`src/rtl/apb_pkg.sv`:
```
`default_nettype none
// ============================================================================
// Module   : apb_pkg
// Purpose  : Shared APB requester types: FSM state encoding and command/response records.
// Revision : 1.0
// ============================================================================
package apb_pkg;

    localparam int APB_ADDR_W = 32;
    localparam int APB_DATA_W = 8;

    typedef enum logic [1:0] {
        IDLE   = 2'd0,
        SETUP  = 2'd1,
        ACCESS = 2'd2,
        RESP   = 2'd3
    } apb_mst_state_t;

    typedef struct packed {
        logic                  write;
        logic [APB_ADDR_W-1:0] addr;
        logic [APB_DATA_W-1:0] wdata;
    } apb_cmd_t;

    typedef struct packed {
        logic [APB_DATA_W-1:0] rdata;
        logic                  err;
        logic                  timeout;
    } apb_rsp_t;

endpackage
`default_nettype wire

```
`src/rtl/apb_if.sv`:
```
`default_nettype none
// ============================================================================
// Module   : apb_if
// Purpose  : APB3 bus bundle with requester (master) and completer (slave) views.
// Revision : 1.0
// ============================================================================
interface apb_if
    import apb_pkg::*;
#(
    parameter int ADDR_W = APB_ADDR_W,
    parameter int DATA_W = APB_DATA_W
);
    logic [ADDR_W-1:0] paddr;
    logic              psel;
    logic              penable;
    logic              pwrite;
    logic [DATA_W-1:0] pwdata;
    logic [DATA_W-1:0] prdata;
    logic              pready;
    logic              pslverr;

    modport master (
        output paddr, psel, penable, pwrite, pwdata,
        input  prdata, pready, pslverr
    );

    modport slave (
        input  paddr, psel, penable, pwrite, pwdata,
        output prdata, pready, pslverr
    );
endinterface
`default_nettype wire

```
`src/rtl/apb_cmd_master.sv`:
```
`default_nettype none
// ============================================================================
// Module   : apb_cmd_master
// Purpose  : Turns single valid/ready commands into APB transfers with a pready timeout.
// Revision : 1.0
// ============================================================================
module apb_cmd_master
    import apb_pkg::*;
#(
    parameter int ADDR_W         = APB_ADDR_W,
    parameter int DATA_W         = APB_DATA_W,
    parameter int TIMEOUT_CYCLES = 16
) (
    input  wire logic              pclk,
    input  wire logic              presetn,
    input  wire logic              cmd_valid,
    output logic                   cmd_ready,
    input  wire logic              cmd_write,
    input  wire logic [ADDR_W-1:0] cmd_addr,
    input  wire logic [DATA_W-1:0] cmd_wdata,
    output logic                   rsp_valid,
    input  wire logic              rsp_ready,
    output logic [DATA_W-1:0]      rsp_rdata,
    output logic                   rsp_err,
    output logic                   rsp_timeout,
    apb_if.master                  apb
);

    localparam int             CNT_W   = (TIMEOUT_CYCLES < 1) ? 1 : $clog2(TIMEOUT_CYCLES + 1);
    localparam bit             TO_EN   = (TIMEOUT_CYCLES != 0);
    localparam logic [CNT_W-1:0] TO_LAST = CNT_W'((TIMEOUT_CYCLES > 0) ? TIMEOUT_CYCLES - 1 : 0);
    localparam logic [CNT_W-1:0] CNT_MAX = '1;

    apb_mst_state_t   state;
    apb_mst_state_t   state_next;
    logic [CNT_W-1:0] cnt;
    logic             done_ok;
    logic             done_to;
    logic             accept;

    assign cmd_ready = (state == IDLE);
    assign accept    = cmd_valid && (state == IDLE);

    always_ff @(posedge pclk or negedge presetn) begin
        if (!presetn) begin
            state <= IDLE;
        end else begin
            state <= state_next;
        end
    end

    always_comb begin
        state_next = state;
        done_ok    = 1'b0;
        done_to    = 1'b0;
        case (state)
            IDLE: begin
                if (cmd_valid) begin
                    state_next = SETUP;
                end
            end
            SETUP: begin
                state_next = ACCESS;
            end
            ACCESS: begin
                if (apb.pready) begin
                    state_next = RESP;
                    done_ok    = 1'b1;
                end else if (TO_EN && (cnt == TO_LAST)) begin
                    state_next = RESP;
                    done_to    = 1'b1;
                end
            end
            RESP: begin
                if (rsp_ready) begin
                    state_next = IDLE;
                end
            end
            default: begin
                state_next = IDLE;
            end
        endcase
    end

    // Bus strobes follow the next state so they are registered yet aligned with it.
    always_ff @(posedge pclk or negedge presetn) begin
        if (!presetn) begin
            apb.psel    <= 1'b0;
            apb.penable <= 1'b0;
            apb.paddr   <= '0;
            apb.pwrite  <= 1'b0;
            apb.pwdata  <= '0;
            cnt         <= '0;
            rsp_valid   <= 1'b0;
            rsp_rdata   <= '0;
            rsp_err     <= 1'b0;
            rsp_timeout <= 1'b0;
        end else begin
            apb.psel    <= (state_next == SETUP) || (state_next == ACCESS);
            apb.penable <= (state_next == ACCESS);

            if (accept) begin
                apb.paddr  <= cmd_addr;
                apb.pwrite <= cmd_write;
                apb.pwdata <= cmd_write ? cmd_wdata : '0;
            end

            if (state == SETUP) begin
                cnt <= '0;
            end else if ((state == ACCESS) && !apb.pready && (cnt != CNT_MAX)) begin
                cnt <= cnt + 1'b1;
            end

            if (done_ok) begin
                rsp_valid   <= 1'b1;
                rsp_rdata   <= (!apb.pwrite && !apb.pslverr) ? apb.prdata : '0;
                rsp_err     <= apb.pslverr;
                rsp_timeout <= 1'b0;
            end else if (done_to) begin
                rsp_valid   <= 1'b1;
                rsp_rdata   <= '0;
                rsp_err     <= 1'b1;
                rsp_timeout <= 1'b1;
            end else if ((state == RESP) && rsp_ready) begin
                rsp_valid   <= 1'b0;
            end
        end
    end

endmodule
`default_nettype wire

```
`src/flat_wrapper.sv`:
```
// flat-port wrapper written by rule: the top's interface ports become plain ports
module apb_cmd_master_flat import apb_pkg::*;
#(
    parameter int ADDR_W         = APB_ADDR_W,
    parameter int DATA_W         = APB_DATA_W,
    parameter int TIMEOUT_CYCLES = 16
)
  (pclk, presetn, cmd_valid, cmd_ready, cmd_write, cmd_addr, cmd_wdata, rsp_valid, rsp_ready, rsp_rdata, rsp_err, rsp_timeout, apb_paddr, apb_psel, apb_penable, apb_pwrite, apb_pwdata, apb_prdata, apb_pready, apb_pslverr);
  apb_if #(.ADDR_W(ADDR_W), .DATA_W(DATA_W)) apb_i ();
  input  wire logic pclk;
  input  wire logic presetn;
  input  wire logic cmd_valid;
  output logic cmd_ready;
  input  wire logic cmd_write;
  input  wire logic [ADDR_W-1:0] cmd_addr;
  input  wire logic [DATA_W-1:0] cmd_wdata;
  output logic rsp_valid;
  input  wire logic rsp_ready;
  output logic [DATA_W-1:0] rsp_rdata;
  output logic rsp_err;
  output logic rsp_timeout;
  output wire logic [$bits(apb_i.paddr)-1:0] apb_paddr;
  output wire logic [$bits(apb_i.psel)-1:0] apb_psel;
  output wire logic [$bits(apb_i.penable)-1:0] apb_penable;
  output wire logic [$bits(apb_i.pwrite)-1:0] apb_pwrite;
  output wire logic [$bits(apb_i.pwdata)-1:0] apb_pwdata;
  input wire logic [$bits(apb_i.prdata)-1:0] apb_prdata;
  input wire logic [$bits(apb_i.pready)-1:0] apb_pready;
  input wire logic [$bits(apb_i.pslverr)-1:0] apb_pslverr;
  assign apb_paddr = apb_i.paddr;
  assign apb_psel = apb_i.psel;
  assign apb_penable = apb_i.penable;
  assign apb_pwrite = apb_i.pwrite;
  assign apb_pwdata = apb_i.pwdata;
  assign apb_i.prdata = apb_prdata;
  assign apb_i.pready = apb_pready;
  assign apb_i.pslverr = apb_pslverr;
  apb_cmd_master #(.ADDR_W(ADDR_W), .DATA_W(DATA_W), .TIMEOUT_CYCLES(TIMEOUT_CYCLES)) u_core (.pclk(pclk), .presetn(presetn), .cmd_valid(cmd_valid), .cmd_ready(cmd_ready), .cmd_write(cmd_write), .cmd_addr(cmd_addr), .cmd_wdata(cmd_wdata), .rsp_valid(rsp_valid), .rsp_ready(rsp_ready), .rsp_rdata(rsp_rdata), .rsp_err(rsp_err), .rsp_timeout(rsp_timeout), .apb(apb_i));
endmodule
```
`config.mk`:
```
export PLATFORM = sky130hd
export DESIGN_NAME = apb_cmd_master_flat
export DESIGN_NICKNAME = d
export VERILOG_FILES = /design/src/rtl/apb_pkg.sv /design/src/rtl/apb_if.sv /design/src/rtl/apb_cmd_master.sv /design/src/flat_wrapper.sv
export SDC_FILE = /design/constraint.sdc
export NUM_CORES = 1
export LEC_CHECK = 0
export BUFFER_PORTS_ARGS = -buffer_cell sky130_fd_sc_hd__buf_2
export CORE_ASPECT_RATIO = 1.25
export CORE_MARGIN = 2
export CORE_UTILIZATION = 45
export CTS_CLUSTER_DIAMETER = 50
export CTS_CLUSTER_SIZE = 24
export DETAILED_ROUTE_END_ITERATION = 10
export PLACE_DENSITY = 0.76
export SYNTH_ARGS = -nofsm -noshare
export SYNTH_HDL_FRONTEND = slang
export SYNTH_SLANG_ARGS = --single-unit
```
`constraint.sdc`:
```
create_clock -name pclk -period 3.25 [get_ports pclk]
set_input_delay 0.325 -clock pclk [delete_from_list [all_inputs] [get_ports pclk]]
set_output_delay 0.325 -clock pclk [all_outputs]
set_load 0.005 [all_outputs]
```
# [Word-level counts from Yosys, hierarchy flattened]
# Index checks and enable logic that the tools add are counted.
[classes] addsub=1 eq_ne=7 n_mux=22 n_reduce_logical=13
[op_table] operator="$mux 8" count=4
[op_table] operator="$mux 1" count=11
[op_table] operator="$mux 5" count=2
[op_table] operator="$mux 2" count=4
[op_table] operator="$pmux 2 s4" count=1
[op_table] operator="$eq 2x2->1 const B" count=3
[op_table] operator="$add 5x1->5 const B" count=1
[op_table] operator="$eq 5x4->1 const B" count=1
[op_table] operator="$logic_and 1x1->1" count=5
[op_table] operator="$ne 5x5->1 const B" count=1
[op_table] operator="$eq 2x1->1 const B" count=2
[op_table] operator="$reduce_bool 2->1" count=2
[op_table] operator="$logic_not 1->1" count=3
[op_table] operator="$reduce_bool 3->1" count=1
[op_table] operator="$logic_not 2->1" count=1
[op_table] operator="$logic_or 1x1->1" count=1
[totals] ff_bits=61 input_bits=55 output_inout_bits=55 word_cells=54

# [Longest topological paths before layout]
[logic_depth] ltp_word=6 mapped_depth=8 mapped_depth_nobuf=7

# [Worst setup path before layout]
# Ideal clock, no wire load.
[synth_timing] kind="register to register" start="register u_core.cnt[0]" end="register u_core.apb.psel" setup_ns=0.063 arrival_ns=1.853 required_ns=3.187 path_slack_ns=1.334 stages_incl_launch_ff=9 path_buffers=1 period_less_slack_ns=1.916 cell_sequence="dfrtp_1 -> ha_1 -> and3_1 -> ha_1 -> o21ai_0 -> buf_2 -> o211a_1 -> ha_1 -> inv_1"
[synth_via] elab_chain_len=6 elab_cells_between_ends=7 classes_between="3 x eq/ne; 3 x mux; 1 x reduce/logical"
[synth_rtl] element="start, declared" line="apb_cmd_master.sv:36" rtl="logic [CNT_W-1:0] cnt;"
[synth_rtl] element="start signal, assigned" line="apb_cmd_master.sv:111" rtl="cnt <= cnt + 1'b1;"
[synth_rtl] element="$eq 5x4->1 *" line="apb_cmd_master.sv:69" rtl="end else if (TO_EN && (cnt == TO_LAST)) begin"
[synth_rtl] element="$mux 2 *" line="apb_cmd_master.sv:69"
[synth_rtl] element="$mux 2 *" line="apb_cmd_master.sv:66" rtl="if (apb.pready) begin"
[synth_rtl] element="$pmux 2 s4 *" line="apb_cmd_master.sv:56" rtl="case (state)"
[synth_rtl] element="$eq 2x1->1 or $eq 2x2->1 (tied branches)" line="apb_cmd_master.sv:99" rtl="apb.psel <= (state_next == SETUP) || (state_next == ACCESS);"
[synth_rtl] element="$logic_or 1x1->1 *" line="apb_cmd_master.sv:99"
[synth_rtl] element="end signal, assigned" line="apb_cmd_master.sv:99"
[synth_rtl] element="end, declared" line="apb_if.sv:23" rtl="output paddr, psel, penable, pwrite, pwdata,"
# Mark *: on every way between the ends. The rest lies on a longest branch, timed or not.
# A chain may end at the register's enable or synchronous reset.

# [Worst setup path after layout]
[layout_timing] start="register u_core.state[0]" end="register u_core.apb.paddr[15]"
[layout_via] elab_chain_len=2
[layout_rtl] element="start, declared" line="apb_cmd_master.sv:34" rtl="apb_mst_state_t state;"
[layout_rtl] element="start signal, assigned" line="apb_cmd_master.sv:48" rtl="state <= state_next;"
[layout_rtl] element="$logic_not 2->1" line="apb_cmd_master.sv:42" rtl="assign accept = cmd_valid && (state == IDLE);"
[layout_rtl] element="$logic_and 1x1->1" line="apb_cmd_master.sv:42"
[layout_rtl] element="end signal, assigned" line="apb_cmd_master.sv:103" rtl="apb.paddr <= cmd_addr;"
[layout_rtl] element="end, declared" line="apb_if.sv:23"
# Every way passes these cells.

==> results.toml <==
[layout]
layout-drive-gt1-share = 0.537
syn_to_final_growth_pct = 30.4
antenna_cells = 0
fill_cells = 455
fin_nets = 354
fin_util = 0.613
design_area_um2 = 3360

[setup_path]
cp_max_fo = 27
worstPathArrival_ns = 2.38
path_class = "reg -> reg"
critPathLaunchType = "flop"
cp-end-kind = "flop"
cp.required_ns = 3.46

[floorplanning]
die_h_um = 88.6
start_util = 0.470
rows = 30
die_area_um2 = 6350
core_region_area_um2 = 5480
ios = 110
fp.dieW_um = 71.7

[min_path]
hold_path.class = "in -> async"

[sta]
post-route-period-util = 0.668
finalWorstSetupSlack_ns = 1.08
hold_viol = 0
max_freq_ghz = 0.461
tightestPinTransition_ns = 1.13
rsz0062_at_grt = "no"
maxSlewViolCount = 0
setup_viol = 0
relSlewSlack = 0.247
skew_ns = 0.00925
tns_ns = 0
fin_crit_ns = 2.17

[grt]
grt_pass1_vias = 1754
grt_pass1_wl_um = 8510
overflow = 0
antenna_found_initial = 0
grt_usage = 0.177
grt_start_max_net_pins = 53

[logic_synthesis]
synth.top_cell.area_share = 0.593
synth-edff-count = 0
ys_async_sr_fraction = 1.00
yosys-top-cells-area = "dfrtp_1, mux2_4, a22o_1"
synth_flop_cell = "dfrtp_1"
synth_nets = 241
syn-mean-instance-area_um2 = 14.1
synth_top_area_cell = "dfrtp_1"
ys_types = 28
syn_area_um2 = 2570
yosys_warnings = 0
ys_seq_elements = 61
yosysSeqAreaShare = 0.593
synth_cells = 182

[clocking]
cts_buffers = 9
cts.sinks = 61
htreeDepth = 3
ctsResizeCount = 0
clk_path_buf_depth = 2
clk_pin_slew_worst_paths_ns = 0.06
clk_latency_ns = 0.32
cts_tree = "done"
cts_hold_buf = 0
cts_setup_buffers = 0
clock-root-buffer = "clkbuf_8"

[drt]
postRouteWirelength_um = 5350
drc = 0
wire_per_inst_um = 14.7
num_vias = 1835
drt-initial-drc-count = 82
vias_per_cell = 5.04
antenna_left = 0
first_pass_iters = 4

[placement]
gp_routability_congestion = 0.767
postPlaceCellArea_um2 = 3150
io_buffers = 109
dp_slack_ns = 1.10
hpwl_um = 3760

[power]
powerDensity_nw_per_um2 = 939
combPwrFrac = 0.354
pwr-share-clk = 0.221
sw_frac_of_total = 0.298
intPower_w = 0.00221
p_leak_nw = 1.85
vdd_drop_max_v = 0.000493
seqPwrFrac = 0.425
switchingPower_w = 0.000939

[run_status]
status = "finished clean"

[run]
drv_cap = 0
==> power groups by stage <==
stage                     logic (W)  registers [W]  clock network [W]
after detailed placement    0.00113        0.00134                  0
final                       0.00112        0.00134           0.000698
after global routing        0.00123        0.00138           0.000762
after floorplan            0.000678        0.00133                  0
after CTS                   0.00113        0.00134           0.000717
after global placement      0.00109        0.00134                  0
==> routing by layer <==
metal	global-route usage	up-vias	routed length [um]
li1	-	871	-
met1	0.241	882	2400
met2	0.267	73	2540
met3	0.0421	9	328
met4	0.0909	0	76
met5	0	-	0
==> sequential cells by signal, indices dropped and copies added, names as in the netlist <==
name,cells
u_core.apb.paddr,32
u_core.apb.penable,1
u_core.apb.psel,1
u_core.apb.pwdata,8
u_core.apb.pwrite,1
u_core.cnt,5
u_core.rsp_err,1
u_core.rsp_rdata,8
u_core.rsp_timeout,1
u_core.rsp_valid,1
u_core.state,2
==> cells by family (layout without fill, tap and decap cells) <==
| logic type | after synthesis | count (layout) | synth area share |
|---|---|---|---|
| DFF | 61 | 61 | 0.593 |
| and+or+nand+nor | 36 | 36 | 0.0675 |
| AOI/OAI and AO/OA | 34 | 34 | 0.0938 |
| muxes | 33 | 33 | 0.191 |
| buffers and inverters | 14 | 132 | 0.0355 |
| adders and majority gates | 4 | 4 | 0.0194 |
==> synth_stat cells (2+ instances only) <==
library cell,count
a22o_1,13
nor2b_1,2
o211ai_1,3
dfrtp_1,61
and3_1,2
ha_1,4
and2_1,2
nand2_1,20
mux2_4,32
buf_6,5
inv_1,4
a21oi_1,4
nor2_1,4
clkbuf_1,3
o21ai_0,10
==> cells in the final DEF (no fill, tap or decap), types with 3 or more instances in the layout <==
master / instances
a21oi_1: 4
a22o_1: 13
buf_2: 109
buf_4: 3
clkbuf_8: 12
dfrtp_1: 61
ha_1: 4
inv_1: 4
mux2_4: 32
nand2_1: 20
nor2_1: 4
o211ai_1: 3
o21ai_0: 10
==> stage by stage <==
stage	total power [W]	instances	hold WS, ns
after floorplan	0.00201	182	0.0294
after global placement	0.00243	348	0.466
after detailed placement	0.00247	348	0.466
after CTS	0.00319	364	0.203
after global routing	0.00337	364	0.206
final	0.00315	364	0.220
==> worst max-delay path, cell delays in order, from the launching register on <==
cell and delay, ns:
dfrtp_1 0.51, or3b_2 0.77, buf_4 0.39, mux2_4 0.36
==> layout make-up <==
cell class                      instances  area, um2  share of cell area
Inverter                                4       15.0             0.00447
Sequential cell                        61       1530               0.455
Multi-Input combinational cell        107        957               0.285
Tap cell                               64       80.1              0.0238
Clock buffer                           13        169              0.0503
Timing Repair Buffer                  112        568               0.169
Clock inverter                          3       42.5              0.0127
==> path summary, 6_finish.rpt <==
kind / startpoint / endpoint / slack (ns) / cells past startpoint
max in group asynchronous: presetn / u_core.apb.paddr[15] / 2.26 / 2
hold / removal: presetn / u_core.apb.pwdata[2] / 0.22 / 1
min in group pclk: apb_prdata[3] / u_core.rsp_rdata[3] / 0.22 / 2
hold reg to reg: u_core.apb.pwdata[4] / u_core.apb.pwdata[4] / 0.48 / 2
setup / recovery: u_core.state[0] / u_core.apb.paddr[15] / 1.08 / 3
setup reg to reg: u_core.state[0] / u_core.apb.paddr[15] / 1.08 / 3
Note: power is estimated with default switching activity, not from simulation.
